File: config.mk
export PLATFORM = sky130hd
export DESIGN_NAME = rom_sync_arb_flat
export DESIGN_NICKNAME = d
export VERILOG_FILES = /design/src/rtl/rom_sync_arb_if.sv /design/src/rtl/rom_sync_arb.sv /design/src/flat_wrapper.sv
export SDC_FILE = /design/constraint.sdc
export NUM_CORES = 1
export LEC_CHECK = 0
export BUFFER_PORTS_ARGS = -buffer_cell sky130_fd_sc_hd__buf_4
export CELL_PAD_IN_SITES_DETAIL_PLACEMENT = 2
export CELL_PAD_IN_SITES_GLOBAL_PLACEMENT = 2
export CORE_MARGIN = 3
export CORE_UTILIZATION = 15
export DETAILED_ROUTE_END_ITERATION = 10
export HOLD_SLACK_MARGIN = 0.03
export PLACE_DENSITY_LB_ADDON = 0.1
export SLEW_MARGIN = 10
export SYNTH_ARGS = -nofsm -noshare
export SYNTH_HDL_FRONTEND = slang
export SYNTH_SLANG_ARGS = --single-unit
export TNS_END_PERCENT = 10
File: constraint.sdc
create_clock -name clk -period 1.3 [get_ports clk]
set_input_delay 0.065 -clock clk [delete_from_list [all_inputs] [get_ports clk]]
set_output_delay 0.065 -clock clk [all_outputs]
set_load 0.05 [all_outputs]
File: src/rtl/rom_sync_arb_if.sv
// Request/response bus for rom_sync_arb: CH independent read channels packed side by side.
// A transfer on either channel direction happens in a cycle where valid and ready are both 1.
// A producer holds valid and its payload stable until that cycle, and never waits for ready before raising valid.
interface rom_sync_arb_if #(
    parameter int CH    = 2,
    parameter int ADDRW = 8,
    parameter int WIDTH = 8
);
    logic [CH-1:0]       req_valid;
    logic [CH-1:0]       req_ready;
    logic [CH*ADDRW-1:0] req_addr;
    logic [CH-1:0]       resp_valid;
    logic [CH-1:0]       resp_ready;
    logic [CH*WIDTH-1:0] resp_data;

    modport master (
        output req_valid, req_addr, resp_ready,
        input  req_ready, resp_valid, resp_data
    );

    modport slave (
        input  req_valid, req_addr, resp_ready,
        output req_ready, resp_valid, resp_data
    );
endinterface

File: src/rtl/rom_sync_arb.sv
// Synchronous ROM shared by CH read channels through a round-robin arbiter.
// One read is issued per cycle. Each channel owns a RESP register that absorbs consumer backpressure.
module rom_sync_arb #(
    parameter int    WIDTH   = 8,
    parameter int    DEPTH   = 256,
    parameter string INIT_F  = "",
    parameter int    CH      = 2,
    parameter int    LATENCY = 1
) (
    input  logic              clk,
    input  logic              rst_n,
    rom_sync_arb_if.slave     bus,
    output logic [2*CH-1:0]   dbg_state
);
    localparam int ADDRW = $clog2(DEPTH);
    localparam int CHW   = (CH > 1) ? $clog2(CH) : 1;

    typedef enum logic [1:0] {
        ST_IDLE   = 2'd0,
        ST_WAIT   = 2'd1,
        ST_ISSUED = 2'd2,
        ST_RESP   = 2'd3
    } ch_state_t;

    ch_state_t        state_q [CH];
    ch_state_t        state_d [CH];
    logic [ADDRW-1:0] addr_q  [CH];
    logic [WIDTH-1:0] data_q  [CH];
    logic [CHW-1:0]   ptr_q;

    logic [WIDTH-1:0] mem [DEPTH];

    logic             grant_vld;
    logic [CHW-1:0]   grant_id;
    logic [ADDRW-1:0] rd_addr;
    logic [WIDTH-1:0] mem_rd;
    logic             tail_valid;
    logic [CHW-1:0]   tail_id;
    logic [WIDTH-1:0] tail_data;

    // Round-robin search starts one past the last granted channel; only WAIT channels compete.
    always_comb begin
        int             idx;
        logic [CHW-1:0] idx_b;
        grant_vld = 1'b0;
        grant_id  = '0;
        idx       = 0;
        idx_b     = '0;
        for (int i = 0; i < CH; i++) begin
            idx = int'(ptr_q) + 1 + i;
            if (idx >= CH) idx = idx - CH;
            idx_b = CHW'(idx);
            if (!grant_vld && state_q[idx_b] == ST_WAIT) begin
                grant_vld = 1'b1;
                grant_id  = idx_b;
            end
        end
    end

    // Addresses beyond DEPTH read as zero rather than aliasing into the table.
    always_comb begin
        rd_addr = addr_q[grant_id];
        mem_rd  = '0;
        if (int'(rd_addr) < DEPTH) mem_rd = mem[rd_addr];
    end

    generate
        if (LATENCY == 1) begin : g_lat1
            always_comb begin
                tail_valid = grant_vld;
                tail_id    = grant_id;
                tail_data  = mem_rd;
            end
        end else begin : g_lat2
            logic             p1_valid;
            logic [CHW-1:0]   p1_id;
            logic [WIDTH-1:0] p1_data;

            always_ff @(posedge clk or negedge rst_n) begin
                if (!rst_n) begin
                    p1_valid <= 1'b0;
                    p1_id    <= '0;
                    p1_data  <= '0;
                end else begin
                    p1_valid <= grant_vld;
                    p1_id    <= grant_id;
                    p1_data  <= mem_rd;
                end
            end

            always_comb begin
                tail_valid = p1_valid;
                tail_id    = p1_id;
                tail_data  = p1_data;
            end
        end
    endgenerate

    // Channel FSM: state register.
    always_ff @(posedge clk or negedge rst_n) begin
        if (!rst_n) begin
            for (int c = 0; c < CH; c++) state_q[c] <= ST_IDLE;
        end else begin
            for (int c = 0; c < CH; c++) state_q[c] <= state_d[c];
        end
    end

    // Channel FSM: next state. With LATENCY=1 read data lands in the grant edge, so WAIT can skip ISSUED.
    always_comb begin
        for (int c = 0; c < CH; c++) begin
            state_d[c] = state_q[c];
            case (state_q[c])
                ST_IDLE:   if (bus.req_valid[c]) state_d[c] = ST_WAIT;
                ST_WAIT: begin
                    if (tail_valid && tail_id == CHW'(c))       state_d[c] = ST_RESP;
                    else if (grant_vld && grant_id == CHW'(c))  state_d[c] = ST_ISSUED;
                end
                ST_ISSUED: if (tail_valid && tail_id == CHW'(c)) state_d[c] = ST_RESP;
                ST_RESP:   if (bus.resp_ready[c]) state_d[c] = ST_IDLE;
                default:   state_d[c] = ST_IDLE;
            endcase
        end
    end

    // Channel FSM: outputs. req_ready is gated by rst_n so nothing is accepted during reset.
    always_comb begin
        for (int c = 0; c < CH; c++) begin
            bus.req_ready[c]                 = rst_n && (state_q[c] == ST_IDLE);
            bus.resp_valid[c]                = (state_q[c] == ST_RESP);
            bus.resp_data[c*WIDTH +: WIDTH]  = data_q[c];
            dbg_state[2*c +: 2]              = state_q[c];
        end
    end

    always_ff @(posedge clk or negedge rst_n) begin
        if (!rst_n) begin
            ptr_q <= CHW'(CH - 1);
            for (int c = 0; c < CH; c++) begin
                addr_q[c] <= '0;
                data_q[c] <= '0;
            end
        end else begin
            if (grant_vld) ptr_q <= grant_id;
            for (int c = 0; c < CH; c++) begin
                if (state_q[c] == ST_IDLE && bus.req_valid[c])
                    addr_q[c] <= bus.req_addr[c*ADDRW +: ADDRW];
                if (tail_valid && tail_id == CHW'(c))
                    data_q[c] <= tail_data;
            end
        end
    end
endmodule
File: src/flat_wrapper.sv
// flat-port wrapper written by rule: the top's interface ports become plain ports
module rom_sync_arb_flat 
#(
    parameter int    WIDTH   = 8,
    parameter int    DEPTH   = 256,
    parameter string INIT_F  = "",
    parameter int    CH      = 2,
    parameter int    LATENCY = 1
)
  (clk, rst_n, dbg_state, bus_req_valid, bus_req_addr, bus_resp_ready, bus_req_ready, bus_resp_valid, bus_resp_data);
  rom_sync_arb_if #(.CH(CH), .WIDTH(WIDTH)) bus_i ();
  input  logic clk;
  input  logic rst_n;
  output logic [2*CH-1:0] dbg_state;
  input wire logic [$bits(bus_i.req_valid)-1:0] bus_req_valid;
  input wire logic [$bits(bus_i.req_addr)-1:0] bus_req_addr;
  input wire logic [$bits(bus_i.resp_ready)-1:0] bus_resp_ready;
  output wire logic [$bits(bus_i.req_ready)-1:0] bus_req_ready;
  output wire logic [$bits(bus_i.resp_valid)-1:0] bus_resp_valid;
  output wire logic [$bits(bus_i.resp_data)-1:0] bus_resp_data;
  assign bus_i.req_valid = bus_req_valid;
  assign bus_i.req_addr = bus_req_addr;
  assign bus_i.resp_ready = bus_resp_ready;
  assign bus_req_ready = bus_i.req_ready;
  assign bus_resp_valid = bus_i.resp_valid;
  assign bus_resp_data = bus_i.resp_data;
  rom_sync_arb #(.WIDTH(WIDTH), .DEPTH(DEPTH), .INIT_F(INIT_F), .CH(CH), .LATENCY(LATENCY)) u_core (.clk(clk), .rst_n(rst_n), .bus(bus_i), .dbg_state(dbg_state));
endmodule
==> run_results.csv <==
group,metric,value,unit
outcome,outcome,"finished, final reports clean",
global_routing,grt_antenna_before_repair,0,
synthesis,synth-seq-area-share,26.03,%
cts,cts-root-buf,"clkbuf_4",
final_layout,final.fill_count,364,
detailed_routing,dr.pass1.iters,2,
floorplanning,rows,20,
detailed_routing,dr.first_iter.drc_count,10,
final_layout,finalNonFillerCells,123,
synthesis,syn-cell-area,485.5,um^2
placement,dpl-instance-area,646.9,um^2
min_path,min_to,"u_core.dbg_state[2]",
setup_path,worst_ep_arrival_time,1420,ps
synthesis,ys_seq_elements,5,
setup_path,worstPathMaxFanout,5,
global_routing,grt_max_degree,8,
synthesis,async_flop_share,100.0,%
placement,portBuffers,13,
final_layout,multi_input_area,335.3,um^2
global_routing,grt_pass1_vias,478,
final_layout,regArea,131.4,um^2
detailed_routing,remaining_drc_errors,0,
min_path,hp-class,"input port to flop",
sta,fin_crit,1270,ps
synthesis,ys_top_cells_by_count,"buf_4, inv_1, dfrtp_1, ha_1",
synthesis,synth.avg_cell_area,8.669,um^2
detailed_routing,num_vias,418,
sta,period_share,97.71,%
min_path,holdCritStartpoint,"bus_resp_ready[1]",
floorplanning,ios,46,
setup_path,start_kind,"flop",
detailed_routing,drt-wirelength-per-cell,10.63,um
synthesis,synth_area_leader_cell,"buf_4",
synthesis,ys_top_cells_by_area,"buf_4, dfrtp_1, ha_1",
synthesis,yosysTopAreaCellShare,24.74,%
sta,final.setup.tns,0,ps
power,leakage,0.0003424,uW
cts,cts-buffers-inserted,3,
power,power.total,2181,uW
power,powerDensity,3000,mW/mm^2
sta,rsz0062_at_grt,"yes",
sta,slew_viol_final,0,
global_routing,gr-total-overflow,0,
placement,hpwl,1047,um
global_routing,track_usage,7.258,%
final_layout,post-route-cell-area,726.9,um^2
cts,cts.sinks,5,
cts,htreeDepth,1,
synthesis,synth.most_common_cell,"buf_4",
synthesis,synth-edff-count,0,
sta,timing.final.hold_violations,0,
global_routing,met3_usage,2.338,%
cts,cts_buffer_depth,2,
final_layout,num_antenna_cells,0,
placement,place_congestion,0.7473,
floorplanning,die_h,62.89,um
setup_path,r2r_cells,3,
synthesis,netlist_instances,56,
synthesis,yosysUniqueCellTypes,21,
global_routing,globalRouteMet2Util,12.25,%
final_layout,finalNetCount,106,
setup_path,worstPathRequired,1450,ps
setup_path,setup.reg_to_reg.worst_slack,30,ps
setup_path,r2r_start,"u_core.dbg_state[3]",
detailed_routing,ant_nets,0,
floorplanning,dieWidth,62.89,um
sta,finClkSkew,0.4559,ps
final_layout,final_core_util,23.62,%
final_layout,area_growth,49.74,%
global_routing,busiest_layer,"met2",
job,maxCapViolCount,0,
detailed_routing,via_per_inst,3.398,
detailed_routing,wirelength,1307,um
floorplanning,start_util,15.77,%
global_routing,grt_pass1_wl,2263,um
floorplanning,die_area,0.003955,mm^2
sta,setup_viol,0,
synthesis,synthFlopType,"dfrtp_1",
setup_path,rr_endpoint,"u_core.dbg_state[0]",
cts,cts.reportedPaths.clkPinSlew,40,ps
cts,cts_tree,"done",
min_path,hold_path_depth,2,
global_routing,use_met1,8.559,%
cts,clock_latency,240,ps
sta,fmax,0.7873,GHz
placement,dp_cells,115,
final_layout,drive_above_1_share,45.57,%
floorplanning,core,0.003078,mm^2
setup_path,crit_type,"flop to flop",
setup_path,critPathCaptureType,"flop",
power,ir_drop,0.0007811,V
synthesis,ys_warn_count,0,
## flip-flops by register name, indices dropped and copies added, names as in the netlist
| signal | count |
|---|---|
| u_core.ptr_q | 1 |
| u_core.dbg_state | 4 |
## per-layer routing
metal / share of wire, % / wire (um)
met3: 7.0 / 92
met2: 50 / 659
met1: 42 / 555
met4: 0 / 0
met5: 0 / 0
## layout make-up
cell class                 instances  share of cell area (%)
clock buffer                       4                   3.614
inverter                           5                   2.582
timing repair buffer              20                   22.03
sequential                         5                   18.07
tap                               44                   7.573
multi-input combinational         45                   46.13
## timing repair
action | CTS | global route
setup buffers | 2 | 1
gates cloned | 0 | 0
resized for setup | 2 | 3
pin swaps | 4 | 0
hold endpoints to repair | 5 | 0
setup endpoints to repair | 4 | 6
hold buffers | 1 | 0
## worst max-delay path: stages (launching register included)
cell and delay [ps]:
dfrtp_2 440, or3b_4 400, a21o_1 180, a31oi_1 160
## where the power goes
part | internal [uW] | switching [uW]
logic | 661 | 985
clock network | 116 | 58.2
registers | 265 | 95.6
## cell families (layout without fill, tap and decap cells)
| group | count (synthesis) | in the layout | synth area share (%) |
|---|---|---|---|
| flops | 5 | 5 | 26.03 |
| buf+inv | 21 | 29 | 28.61 |
| simple gates | 14 | 14 | 18.81 |
| compound gates | 11 | 11 | 15.46 |
| fa+ha+maj | 4 | 4 | 10.31 |
| other cells | 1 | 16 | 0.7725 |
## layout by cell type, fill, tap and decap left out, types with 2 or more instances in the layout
cell	count
a21o_1	2
a21oi_1	2
a31oi_1	2
and2_1	3
buf_4	17
buf_6	2
clkbuf_4	3
conb_1	16
dfrtp_2	4
ha_4	3
inv_1	3
inv_2	2
nand2b_1	3
## how the worst max path moves through the flow
| stage | from | slack [ps] | to | cells after the start |
|---|---|---|---|---|
| finish | u_core.dbg_state[3] | 30 | u_core.dbg_state[0] | 3 |
| global route | u_core.dbg_state[2] | -50 | u_core.dbg_state[3] | 5 |
| CTS | u_core.dbg_state[2] | -1 | u_core.dbg_state[0] | 3 |
| detailed placement | u_core.dbg_state[3] | -20 | u_core.dbg_state[0] | 3 |
| global placement | u_core.dbg_state[3] | -10 | u_core.dbg_state[0] | 3 |
| floorplan | u_core.dbg_state[2] | -110 | u_core.dbg_state[3] | 5 |
## through the flow
stage | hold slack, ps | worst slack (ps)
final | 42.41 | 29.76
after global routing | 46.50 | -54.27
after CTS | 52.34 | -1.385
after detailed placement | -113.4 | -18.64
after global placement | -111.9 | -11.95
after floorplan | -230.6 | -107.4
Power figures use the tool's default switching activity.
